### config.mk
export PLATFORM = sky130hd
export DESIGN_NAME = alu_nibble_serial
export DESIGN_NICKNAME = d
export VERILOG_FILES = /design/src/rtl/alu_nibble_serial.sv
export SDC_FILE = /design/constraint.sdc
export NUM_CORES = 1
export LEC_CHECK = 0
export CAP_MARGIN = 5
export CORE_MARGIN = 4
export CORE_UTILIZATION = 46
export DETAILED_ROUTE_END_ITERATION = 8
export GPL_ROUTABILITY_DRIVEN = 0
export HOLD_SLACK_MARGIN = 0.12
export PLACE_DENSITY = 0.75
export SLEW_MARGIN = 20
export SYNTH_ARGS = -nofsm -noshare
export SYNTH_HDL_FRONTEND = slang
export SYNTH_SLANG_ARGS = --single-unit
### constraint.sdc
create_clock -name clk -period 2.6 [get_ports clk]
set_input_delay 0.26 -clock clk [delete_from_list [all_inputs] [get_ports clk]]
set_output_delay 0.26 -clock clk [all_outputs]
set_load 0.05 [all_outputs]
### src/rtl/alu_nibble_serial.sv
// Nibble-serial 74181-style ALU: one 4-bit slice reused WIDTH/4 times, least-significant nibble first.
// Build with ALU_OVERFLOW_EN defined to add the signed-overflow output port.
module alu_nibble_serial #(
  parameter int WIDTH = 8
) (
  input  logic             clk,
  input  logic             reset,
  input  logic             start,
  input  logic             mode,
  input  logic [3:0]       sel,
  input  logic [WIDTH-1:0] a,
  input  logic [WIDTH-1:0] b,
  input  logic             carry_in,
  output logic             busy,
  output logic             done,
  output logic [WIDTH-1:0] f,
  output logic             carry_out,
  output logic             zero,
`ifdef ALU_OVERFLOW_EN
  output logic             overflow,
`endif
  output logic [1:0]       dbg_state
);

  // Handshake: start is sampled on a rising edge only while busy=0 (IDLE or DONE);
  // done pulses for one cycle when f/flags are loaded, and a start in that cycle is accepted.

  localparam int N     = WIDTH / 4;
  localparam int IDX_W = (N > 1) ? $clog2(N) : 1;
  localparam logic [IDX_W-1:0] LAST = IDX_W'(N - 1);

  localparam logic [1:0] S_IDLE = 2'd0;
  localparam logic [1:0] S_RUN  = 2'd1;
  localparam logic [1:0] S_DONE = 2'd2;

  if (WIDTH < 4 || (WIDTH % 4) != 0) begin : g_bad_width
    $error("alu_nibble_serial: WIDTH must be a positive multiple of 4");
  end

  logic [1:0]       state_q, state_d;
  logic [IDX_W-1:0] idx_q, idx_d;
  logic             mode_q, mode_d;
  logic [3:0]       sel_q, sel_d;
  logic [WIDTH-1:0] a_q, a_d;
  logic [WIDTH-1:0] b_q, b_d;
  logic             carry_q, carry_d;
  logic [WIDTH-1:0] shadow_q, shadow_d;
  logic [WIDTH-1:0] f_q, f_d;
  logic             cout_q, cout_d;
  logic             zero_q, zero_d;
  logic             busy_q, busy_d;
  logic             done_q, done_d;
`ifdef ALU_OVERFLOW_EN
  logic             ovf_q, ovf_d;
  logic             slice_c3;
`endif

  logic [IDX_W+1:0] bit_base;
  logic [3:0]       a_nib, b_nib, x_nib, y_nib, slice_f;
  logic [4:0]       slice_sum;
  logic             slice_c4;

  assign bit_base = {idx_q, 2'b00};

  // 74181 slice: arithmetic result is X plus Y plus carry, logic result is ~(X ^ Y),
  // where X and Y are the select-gated operand terms of the original part.
  always_comb begin
    a_nib     = a_q[bit_base +: 4];
    b_nib     = b_q[bit_base +: 4];
    x_nib     = a_nib | (b_nib & {4{sel_q[0]}}) | (~b_nib & {4{sel_q[1]}});
    y_nib     = (a_nib & ~b_nib & {4{sel_q[2]}}) | (a_nib & b_nib & {4{sel_q[3]}});
    slice_sum = {1'b0, x_nib} + {1'b0, y_nib} + {4'b0000, carry_q};
    slice_f   = mode_q ? ~(x_nib ^ y_nib) : slice_sum[3:0];
    slice_c4  = mode_q ? 1'b0 : slice_sum[4];
  end

`ifdef ALU_OVERFLOW_EN
  assign slice_c3 = mode_q ? 1'b0 : (x_nib[3] ^ y_nib[3] ^ slice_sum[3]);
`endif

  always_comb begin
    state_d  = state_q;
    idx_d    = idx_q;
    mode_d   = mode_q;
    sel_d    = sel_q;
    a_d      = a_q;
    b_d      = b_q;
    carry_d  = carry_q;
    shadow_d = shadow_q;
    f_d      = f_q;
    cout_d   = cout_q;
    zero_d   = zero_q;
    busy_d   = busy_q;
    done_d   = 1'b0;
`ifdef ALU_OVERFLOW_EN
    ovf_d    = ovf_q;
`endif
    case (state_q)
      S_RUN: begin
        shadow_d[bit_base +: 4] = slice_f;
        carry_d = slice_c4;
        idx_d   = idx_q + IDX_W'(1);
        if (idx_q == LAST) begin
          // Final slice: publish the whole result at once so f never shows a partial value.
          state_d = S_DONE;
          idx_d   = '0;
          f_d     = shadow_d;
          cout_d  = slice_c4;
          zero_d  = (shadow_d == '0);
          busy_d  = 1'b0;
          done_d  = 1'b1;
`ifdef ALU_OVERFLOW_EN
          ovf_d   = slice_c3 ^ slice_c4;
`endif
        end
      end
      S_IDLE, S_DONE: begin
        if (start) begin
          state_d = S_RUN;
          idx_d   = '0;
          mode_d  = mode;
          sel_d   = sel;
          a_d     = a;
          b_d     = b;
          carry_d = carry_in;
          busy_d  = 1'b1;
        end else begin
          state_d = S_IDLE;
        end
      end
      default: begin
        state_d = S_IDLE;
        busy_d  = 1'b0;
      end
    endcase
  end

  always_ff @(posedge clk) begin
    if (reset) begin
      state_q  <= S_IDLE;
      idx_q    <= '0;
      mode_q   <= 1'b0;
      sel_q    <= 4'h0;
      a_q      <= '0;
      b_q      <= '0;
      carry_q  <= 1'b0;
      shadow_q <= '0;
      f_q      <= '0;
      cout_q   <= 1'b0;
      zero_q   <= 1'b0;
      busy_q   <= 1'b0;
      done_q   <= 1'b0;
`ifdef ALU_OVERFLOW_EN
      ovf_q    <= 1'b0;
`endif
    end else begin
      state_q  <= state_d;
      idx_q    <= idx_d;
      mode_q   <= mode_d;
      sel_q    <= sel_d;
      a_q      <= a_d;
      b_q      <= b_d;
      carry_q  <= carry_d;
      shadow_q <= shadow_d;
      f_q      <= f_d;
      cout_q   <= cout_d;
      zero_q   <= zero_d;
      busy_q   <= busy_d;
      done_q   <= done_d;
`ifdef ALU_OVERFLOW_EN
      ovf_q    <= ovf_d;
`endif
    end
  end

  assign busy      = busy_q;
  assign done      = done_q;
  assign f         = f_q;
  assign carry_out = cout_q;
  assign zero      = zero_q;
  assign dbg_state = state_q;
`ifdef ALU_OVERFLOW_EN
  assign overflow  = ovf_q;
`endif

endmodule

==> summary.txt, run 1 <==
Outcome
  – Status: complete, no violations

Place
  – Post-Place Cells: 319
  – Dpl cell area: 0.00243 mm^2
  – Final HPWL DP: 2920 um
  – Port bufs: 38

Timing
  – Hold WS: 454 ps
  – Setup TNS: 0 ps
  – Final Hold Vio Count: 0
  – Minimum clock period: 2590 ps
  – Pins over their slew limit: 0
  – Setup Skew: 1.86 ps
  – Tcrit/Tclk final: 99.7%
  – Worst-margin pin slew: 499 ps
  – RSZ-0062 raised after global routing: yes
  – Highest Clock Rate: 386 MHz
  – Relative slew slack: 66.6%
  – Setup-failing EPs final: 0

Global routing
  – Gr usage total: 16.4%
  – Largest net degree at the start of global routing: 48
  – First-pass GRT wire length: 7090 um
  – Vias in the first global route: 1,616
  – Initial antenna violation count: 0
  – GRT overflow: 0

Yosys
  – Post-synth top area share: 44.9%
  – Syn Area/Cell: 8.43 um^2
  – Main synth FF type: dfxtp_1
  – Post-Syn Nets: 269
  – Flops & latches, synth: 45
  – Yosys cell types: 34
  – Synthesized area: 0.00201 mm^2
  – Synth async-reset ratio: 0%
  – Number of flops mapped to enable cells by yosys: 0
  – Sequential area share after synthesis: 44.9%
  – Post-Synthesis Cells: 238
  – Top cells by area, synth: dfxtp_1 (45%), nand2_1 (12%), a21oi_1 (9.2%)
  – Number of synthesis warnings: 0
  – Synth area leader: dfxtp_1

Drt
  – Routed WL per cell: 12.7 um
  – DRC viols: 0
  – Routed via count: 1,672
  – Post-Route WL: 4140 um
  – Routed Antenna Nets: 0
  – Vias per std cell: 5.13
  – Iter 0 DRT Violations: 66
  – Detailed Routing Iterations Pass 1: 4

Power and ir drop
  – Part of the power in the clock network: 29.0%
  – P_leak: 0.00102 uW
  – Sequential Power Share: 51.7%
  – Worst ir drop on vdd: 298 uV
  – Sw Pwr: 390 uW
  – Comb pwr share: 19.3%
  – Sw Ratio: 26.7%
  – Total power: 1460 uW
  – Power Internal: 1070 uW
  – Cell Pwr Density: 569 mW/mm^2

CTS
  – Clock slew at reported path FFs: 70 ps
  – Clock sinks: 45
  – Num CTS Buffers: 5
  – Deepest clock path buffer count: 2
  – H-tree depth: 2
  – Clock Root Buffer: clkbuf_8
  – CTS tree: yes
  – Clk_lat worst skew: 290 ps
  – Cts hold-fix bufs: 0

Die
  – Die extent in y: 74.1 um
  – Core area: 0.00412 mm^2
  – Io pins: 39
  – Die ar.: 0.00548 mm^2
  – Chip Width: 74.1 um
  – Num rows: 23
  – Initial core utilization: 48.8%

Cells and area
  – Antenna diode count: 0
  – P&R area growth vs syn: 27.9%
  – Final instance area: 0.00257 mm^2
  – Non-Filler Instances: 326
  – Fill cell count: 370
  – Share of cells above drive strength 1: 11.2%
  – # nets final: 307

Worst setup path
  – Worst setup path start: idx_q
  – Critical Path RT: 2840 ps
  – R2r setup slk: 8 ps
  – Worst R2R End: zero
  – CP Cell Sequence: mux2i_4, mux2i_1, and2_4, fa_2, inv_2, fa_2, nor2_2, xnor2_1, or4_1, nor4_2, a21o_1
  – R2R depth: 11
  – RR Startpoint: idx_q
  – Worst path slowest cell: or4_1
  – Critical path arrival: 2830 ps
  – CP max stage delay: 500 ps
  – Startpoint types: flip-flop
  – CP Capture Type: flip-flop
  – Crit path kind: flip-flop to flip-flop
  – Most frequent CP cell: fa_2
  – Max FO, Critical Path: 2

Hold path
  – Hold WC Path Type: flip-flop to flip-flop
  – Hold path depth: 2
  – Hold Crit Start: b_q[7]
  – Hold Path Sink: b_q[7]

Flow run
  – Number of max-cap violations: 0
power groups by stage:
stage | logic, uW | registers (uW) | clock network [uW]
final | 282 | 755 | 424
after global routing | 312 | 760 | 460
after CTS | 280 | 755 | 431
after detailed placement | 269 | 769 | 0
after global placement | 264 | 769 | 0
after floorplan | 164 | 779 | 0
cell families after synthesis:
kind of cell | Yosys count | synth area share, %
and+or+nand+nor | 98 | 21.4
AOI/OAI and AO/OA | 48 | 13.4
DFF | 45 | 44.9
buffers and inverters | 20 | 5.36
muxes | 19 | 9.54
adders and majority gates | 6 | 4.49
xor gates and xnor gates | 2 | 0.873
critical path, delay by kind of cell, from the launching register on:
kind | cells | cell delay, ps
AOI/OAI and AO/OA | 1 | 140
xor gates and xnor gates | 1 | 90
adders and majority gates | 2 | 530
buffers and inverters | 1 | 40
DFF | 1 | 370
muxes | 2 | 450
and+or+nand+nor | 4 | 930
layer usage:
layer	part of all wire, %	wire, um	GRT usage, %	vias up
li1	-	-	-	864
met1	48	1980	22.2	766
met2	46	1910	26.2	35
met3	4.8	199	2.70	7
met4	1.4	57	6.04	0
met5	0	0	0	-
cells in the mapped netlist (all sizes together) (3+ instances only):
cell type / number
a21o: 3
a21oi: 37
buf: 3
clkbuf: 12
dfxtp: 45
ha: 4
inv: 5
mux2i: 18
nand2: 67
nand3b: 3
nor2: 14
nor4: 3
o31ai: 3
sequential cells by signal (all words and copies together) (netlist names), 2 cells and up:
name	flops
a_q	8
b_q	8
f	8
shadow_q	8
sel_q	4
dbg_state	2
area by class of cell:
cell class | count | area [um^2] | area share (%)
Inverter | 5 | 18.8 | 0.731
Multi-Input combinational cell | 173 | 1050 | 41.1
Clock buffer | 7 | 86.3 | 3.36
Timing Repair Buffer | 46 | 440 | 17.2
Sequential cell | 45 | 905 | 35.2
Tap cell | 50 | 62.6 | 2.44
worst max-delay path by stage:
stage	endpoint	slack (ps)	cells past startpoint
2_1_floorplan	zero	6	11
3_3_place_gp	zero	3	10
3_5_place_dp	zero	-130	10
4_1_cts	zero	-4	11
5_1_grt	zero	-150	12
6_report	zero	8	11
cells in the final DEF, fill, tap and decap left out, drive strengths merged, types with 4 or more instances in the layout:
| cell type | instances |
|---|---|
| clkdlybuf4s50 | 38 |
| ha | 4 |
| clkbuf | 7 |
| nand2 | 67 |
| mux2i | 18 |
| a21oi | 37 |
| buf | 8 |
| inv | 5 |
| dfxtp | 45 |
| nor2 | 14 |
repair_timing:
action,in CTS,in global routing
buffers inserted,0,0
endpoints found under the setup margin,4,4
gates resized for setup,9,2
stage by stage:
| stage | utilization (%) | setup WS, ps |
|---|---|---|
| after global placement | 59.1 | 3.25 |
| after detailed placement | 59.1 | -131 |
| after global routing | 62.4 | -150 |
| final | 62.4 | 8.49 |
| after CTS | 62.1 | -4.29 |
| after floorplan | - | 5.70 |
Power figures use the tool's default switching activity.
==> run 2: changes to the inputs <==
--- a/config.mk
+++ b/config.mk
@@ -5,7 +5,7 @@
 export SDC_FILE = /design/constraint.sdc
 export NUM_CORES = 1
 export LEC_CHECK = 0
-export CAP_MARGIN = 5
+export CAP_MARGIN = 20
 export CORE_MARGIN = 4
 export CORE_UTILIZATION = 46
 export DETAILED_ROUTE_END_ITERATION = 8
==> results of run 2 <==
The final DEF is identical to that of run 1; final timing and power are the same.
